File: config.mk
export PLATFORM = sky130hd
export DESIGN_NAME = spi_reg_bridge
export DESIGN_NICKNAME = d
export VERILOG_FILES = /design/src/rtl/spi_pkg.sv /design/src/rtl/spi_reg_file.sv /design/src/rtl/spi_reg_bridge.sv
export SDC_FILE = /design/constraint.sdc
export NUM_CORES = 1
export LEC_CHECK = 0
export ABC_AREA = 1
export BUFFER_PORTS_ARGS = -buffer_cell sky130_fd_sc_hd__buf_2
export CORE_ASPECT_RATIO = 0.5
export CORE_MARGIN = 5
export CORE_UTILIZATION = 50
export DETAILED_ROUTE_END_ITERATION = 16
export PLACE_DENSITY = 0.79
export SKIP_LAST_GASP = 1
export SYNTH_ARGS = -nofsm -noshare
export SYNTH_HDL_FRONTEND = slang
export SYNTH_SLANG_ARGS = --single-unit
export TNS_END_PERCENT = 1
File: constraint.sdc
create_clock -name clk -period 2.6 [get_ports clk]
set_input_delay 0.52 -clock clk [delete_from_list [all_inputs] [get_ports clk]]
set_output_delay 0.52 -clock clk [all_outputs]
set_load 0.05 [all_outputs]
File: src/rtl/spi_pkg.sv
// Shared definitions for the SPI register bridge: FSM state encoding,
// command byte layout and the default idle transmit byte.
package spi_pkg;

    typedef enum logic [2:0] {
        ST_IDLE  = 3'd0,
        ST_CMD   = 3'd1,
        ST_WRITE = 3'd2,
        ST_READ  = 3'd3,
        ST_DROP  = 3'd4
    } state_e;

    localparam int         CMD_WRITE_BIT   = 7;
    localparam logic [7:0] IDLE_TX_DEFAULT = 8'hA5;

endpackage

File: src/rtl/spi_reg_file.sv
// Register file for the SPI bridge: one synchronous write port, one
// combinational read port, a flat view of all registers, sync reset.
// Ports: clk_i, rst_i, we_i/waddr_i/wdata_i (write), raddr_i/rdata_o
// (read), regs_flat_o (reg i at bits [8i+7:8i]).
module spi_reg_file #(
    parameter int NUM_REGS = 8,
    parameter int ADDR_W   = 3
) (
    input  logic                  clk_i,
    input  logic                  rst_i,
    input  logic                  we_i,
    input  logic [ADDR_W-1:0]     waddr_i,
    input  logic [7:0]            wdata_i,
    input  logic [ADDR_W-1:0]     raddr_i,
    output logic [7:0]            rdata_o,
    output logic [NUM_REGS*8-1:0] regs_flat_o
);

    logic [7:0] regs_q [NUM_REGS];

    always_ff @(posedge clk_i) begin
        if (rst_i) begin
            for (int i = 0; i < NUM_REGS; i++) begin
                regs_q[i] <= 8'h00;
            end
        end else if (we_i) begin
            regs_q[waddr_i] <= wdata_i;
        end
    end

    assign rdata_o = regs_q[raddr_i];

    always_comb begin
        regs_flat_o = '0;
        for (int i = 0; i < NUM_REGS; i++) begin
            regs_flat_o[8*i +: 8] = regs_q[i];
        end
    end

endmodule

File: src/rtl/spi_reg_bridge.sv
// Command decoder behind the SPI slave byte receiver. The first byte of
// a frame is a command (bit 7 = write, [6:0] = address); following bytes
// are burst-written or burst-read with an auto-incrementing pointer.
// Ports: clk, rst, frame_start/frame_end (CS pulses), rx_valid/rx_data
// (received byte), tx_data (next byte to shift out), wr_strobe/wr_addr/
// wr_data (write notification), regs_flat, err (sticky), led (reg0 bit0).
module spi_reg_bridge
    import spi_pkg::*;
#(
    parameter int         NUM_REGS = 8,
    parameter int         ADDR_W   = 3,
    parameter logic [7:0] IDLE_TX  = IDLE_TX_DEFAULT
) (
    input  logic                  clk,
    input  logic                  rst,
    input  logic                  frame_start,
    input  logic                  frame_end,
    input  logic                  rx_valid,
    input  logic [7:0]            rx_data,
    output logic [7:0]            tx_data,
    output logic                  wr_strobe,
    output logic [ADDR_W-1:0]     wr_addr,
    output logic [7:0]            wr_data,
    output logic [NUM_REGS*8-1:0] regs_flat,
    output logic                  err,
    output logic                  led
);

    localparam logic [7:0] NREGS8 = 8'(NUM_REGS);

    state_e            state_q;
    logic [ADDR_W-1:0] ptr_q;
    logic [7:0]        tx_q;
    logic              wr_strobe_q;
    logic [ADDR_W-1:0] wr_addr_q;
    logic [7:0]        wr_data_q;
    logic              err_q;

    logic              rx_take;
    logic              we;
    logic              cmd_ok;
    logic [ADDR_W-1:0] cmd_addr;
    logic [ADDR_W-1:0] ptr_inc;
    logic [ADDR_W-1:0] raddr;
    logic [7:0]        rdata;

    // A byte coinciding with frame_start belongs to no command: discard it.
    assign rx_take  = rx_valid && !frame_start;
    assign we       = rx_take && (state_q == ST_WRITE);
    assign cmd_ok   = {1'b0, rx_data[6:0]} < NREGS8;
    assign cmd_addr = rx_data[ADDR_W-1:0];
    // NUM_REGS is a power of two, so natural overflow gives the wrap.
    assign ptr_inc  = ptr_q + ADDR_W'(1);
    // Read port serves the command's start address, then ptr+1 in a burst.
    assign raddr    = (state_q == ST_CMD) ? cmd_addr : ptr_inc;

    spi_reg_file #(
        .NUM_REGS (NUM_REGS),
        .ADDR_W   (ADDR_W)
    ) u_reg_file (
        .clk_i       (clk),
        .rst_i       (rst),
        .we_i        (we),
        .waddr_i     (ptr_q),
        .wdata_i     (rx_data),
        .raddr_i     (raddr),
        .rdata_o     (rdata),
        .regs_flat_o (regs_flat)
    );

    always_ff @(posedge clk) begin
        if (rst) begin
            state_q     <= ST_IDLE;
            ptr_q       <= '0;
            tx_q        <= IDLE_TX;
            wr_strobe_q <= 1'b0;
            wr_addr_q   <= '0;
            wr_data_q   <= 8'h00;
            err_q       <= 1'b0;
        end else begin
            wr_strobe_q <= 1'b0;
            if (rx_take) begin
                case (state_q)
                    ST_CMD: begin
                        if (!cmd_ok) begin
                            state_q <= ST_DROP;
                            err_q   <= 1'b1;
                            tx_q    <= IDLE_TX;
                        end else if (rx_data[CMD_WRITE_BIT]) begin
                            ptr_q   <= cmd_addr;
                            state_q <= ST_WRITE;
                        end else begin
                            ptr_q   <= cmd_addr;
                            tx_q    <= rdata;
                            state_q <= ST_READ;
                        end
                    end
                    ST_WRITE: begin
                        wr_strobe_q <= 1'b1;
                        wr_addr_q   <= ptr_q;
                        wr_data_q   <= rx_data;
                        ptr_q       <= ptr_inc;
                        // Writing reg 0 with bit 7 set acknowledges err.
                        if (ptr_q == '0 && rx_data[7]) begin
                            err_q <= 1'b0;
                        end
                    end
                    ST_READ: begin
                        ptr_q <= ptr_inc;
                        tx_q  <= rdata;
                    end
                    default: begin
                    end
                endcase
            end
            // Frame pulses override the state after the byte is handled.
            if (frame_start) begin
                state_q <= ST_CMD;
                tx_q    <= IDLE_TX;
            end else if (frame_end) begin
                state_q <= ST_IDLE;
                tx_q    <= IDLE_TX;
            end
        end
    end

    assign tx_data   = tx_q;
    assign wr_strobe = wr_strobe_q;
    assign wr_addr   = wr_addr_q;
    assign wr_data   = wr_data_q;
    assign err       = err_q;
    assign led       = regs_flat[0];

endmodule

==> results.toml <==
[final_layout]
syn2layout_area_growth_pct = 21.5
antennaDiodeCount = 0
final_nets = 586
drive_gt1_share_pct = 24.8

[job]
maxCapViolCount = 0

[critical_path]
critPathMostFrequentCell = "nand3_1"
start_kind = "flop"
cp_max_fo = 32
required_ns = 2.87
crit_path_cell_trace = "nand3_2 > nand2_1 > nand2_2 > nand2_1 > nand3_1 > nand3_1 > nand3_1 > a21oi_1"
slowest_stage = "dfxtp_1"
crit_type = "flop to flop"
arrival_ns = 2.46
crit_buf_inv = 0
end_kind = "flop"
slowest_delay_ns = 0.45
cp_top_family = "simple AND/OR/NAND/NOR gates"

[cts]
clk_pin_slew_ns = 0.06
cts_resized = 0
post_cts_buffers = 0
cts_tree = "done"
cts_inserted_buffers = 9
clock_sinks = 91
ctsRootBufferMaster = "clkbuf_16"
cts_buffer_depth = 2
clkLatencyLatePin_ns = 0.35
ctsHoldBuffers = 0
h-tree-depth = 3

[timing]
whs_ns = 0.454
period_share_pct = 84.2
hold_violations = 0
finalWorstSetupSlack_ns = 0.411
setup_tns_ns = 0
finalSetupViolCount = 0
tightest_slew_ns = 0.632
rsz0062_at_grt = "false"
slew_headroom_pct = 57.7
drv_slew = 0
max_freq_mhz = 457
clock_skew_ns = 0.00524
final.min_clock_period_ns = 2.19

[drt]
drc = 0
routedWlPerCell_um = 17.6
postRouteAntennaNets = 0
wl_um = 12100
num_vias = 3815
via_per_inst = 5.55
firstDrtPassIters = 6
drt-initial-drc-count = 461

[synthesis]
synth_top_area_share_pct = 45.5
synth_ff_type = "edfxtp_1"
yosys.area.top_type = "edfxtp_1"
ys_warn_count = 0
yosysMostFrequentCell = "nand2_1"
ys_types = 30
synthTopCellsByArea = "edfxtp_1 (45%), dfxtp_1 (13%), nand2_1 (8.6%)"
avgSynthCellArea_um2 = 9.05
yosysSeqAreaShare_pct = 58.3
synth_commonest_cells = "nand2_1 (97), nor2_1 (78), nand3_1 (66), edfxtp_1 (64), inv_1 (42)"
synthesis.nets = 482
ys_async_sr_fraction_pct = 0
syn_inst = 467
synth_edf_count = 64
ys_ff_latch = 91
syn_area_mm2 = 0.00422

[place]
dpl.hpwl_um = 8880
io_buffers = 98
place_congestion = 0.928
place_ws_ns = 0.364

[power_and_ir_drop]
p_leak_nw = 2.26
ir_worst_vdd_mv = 0.404
p_per_area_mw_per_mm2 = 650

[die]
initial_utilization_pct = 52.1
dieArea_mm2 = 0.0105
die_w_um = 140
die-height_um = 75.0
rows = 23
core_area_mm2 = 0.00812
io_pins = 99

[global_routing]
antenna_found_initial = 0
overflow = 0
grt_pass1_wl_um = 18600
grt_max_degree = 33
first_global_vias = 3568
track_usage_pct = 23.4

[hold_path]
worst_hold_path_type = "input pin to flop"

[run_status]
status = "finished clean"
## placed cells by master (no fill, tap or decap), drive strengths merged
cell,netlist,routed
dfxtp,27,27
a211oi,7,7
nor2,81,81
nand4,5,5
edfxtp,64,64
nand3b,8,8
a31oi,1,1
inv,44,45
xnor2,1,1
bufinv,0,1
nor4,2,2
clkinvlp,0,4
o21ai,15,15
ha,2,2
buf,14,110
nand3,67,67
clkinv,5,6
nand2,101,101
clkbuf,3,9
or2,1,1
a21oi,19,19
## through the flow
step	power (mW)	instances	cell area (um2)	utilization [%]
floorplan	1.94	467	4220	-
global placement	2.04	672	4830	59.5
detailed placement	2.05	672	4830	59.5
CTS	3.33	688	5130	63.2
global route	3.42	688	5130	63.2
finish	3.34	688	5130	63.2
## flip-flops by register name (all words and copies together), names as in the netlist
| name | cells |
|---|---|
| u_reg_file.regs_q | 64 |
| tx_data | 8 |
| err | 1 |
| wr_strobe | 1 |
| state_q | 3 |
| ptr_q | 3 |
| wr_addr | 3 |
| wr_data | 8 |
## power breakdown
group          leakage (nW)  switching (mW)  internal, mW
combinational          1.25           0.323        0.0909
clock                 0.134           0.566         0.749
sequential            0.879          0.0255          1.58
total                  2.26           0.914          2.42
## worst paths after layout
kind | start | endpoint | slack [ns] | cells after the start
hold / removal | frame_start | state_q[0] | 0.45 | 3
setup reg to reg | state_q[0] | tx_data[1] | 0.41 | 8
hold reg to reg | tx_data[2] | tx_data[2] | 0.46 | 2
setup / recovery | state_q[0] | tx_data[1] | 0.41 | 8
## worst register-to-register path: cells and delay by family, from the launching register on
family,cells,cell delay (ns)
and+or+nand+nor,7,1.52
DFF,1,0.45
AOI/OAI and AO/OA,1,0.14
## layout make-up
class                           instances  area (um2)
Timing Repair Buffer                  110         581
Inverter                               49         184
Multi-Input combinational cell        310        1460
Clock buffer                            9         225
Clock inverter                          7        77.6
Sequential cell                        91        2460
Fill cell                             701        2980
Tap cell                              112         140
## kinds of logic (layout without fill, tap and decap cells)
group / Yosys count / in the layout / share of synthesized area, %
and+or+nand+nor: 265 / 265 / 27.4
DFF: 91 / 91 / 58.3
buffers and inverters: 66 / 175 / 7.11
AOI/OAI and AO/OA: 42 / 42 / 6.40
adders and majority gates: 2 / 2 / 0.592
xor gates and xnor gates: 1 / 1 / 0.207
## layer usage
layer,global-route usage (%),vias to the layer above,part of all wire (%)
met5,0,-,0
met4,6.98,0,2.4
met3,8.25,40,13
met2,38.5,274,44
met1,30.1,1734,40
li1,-,1767,-
(Power assumes the default switching activity.)
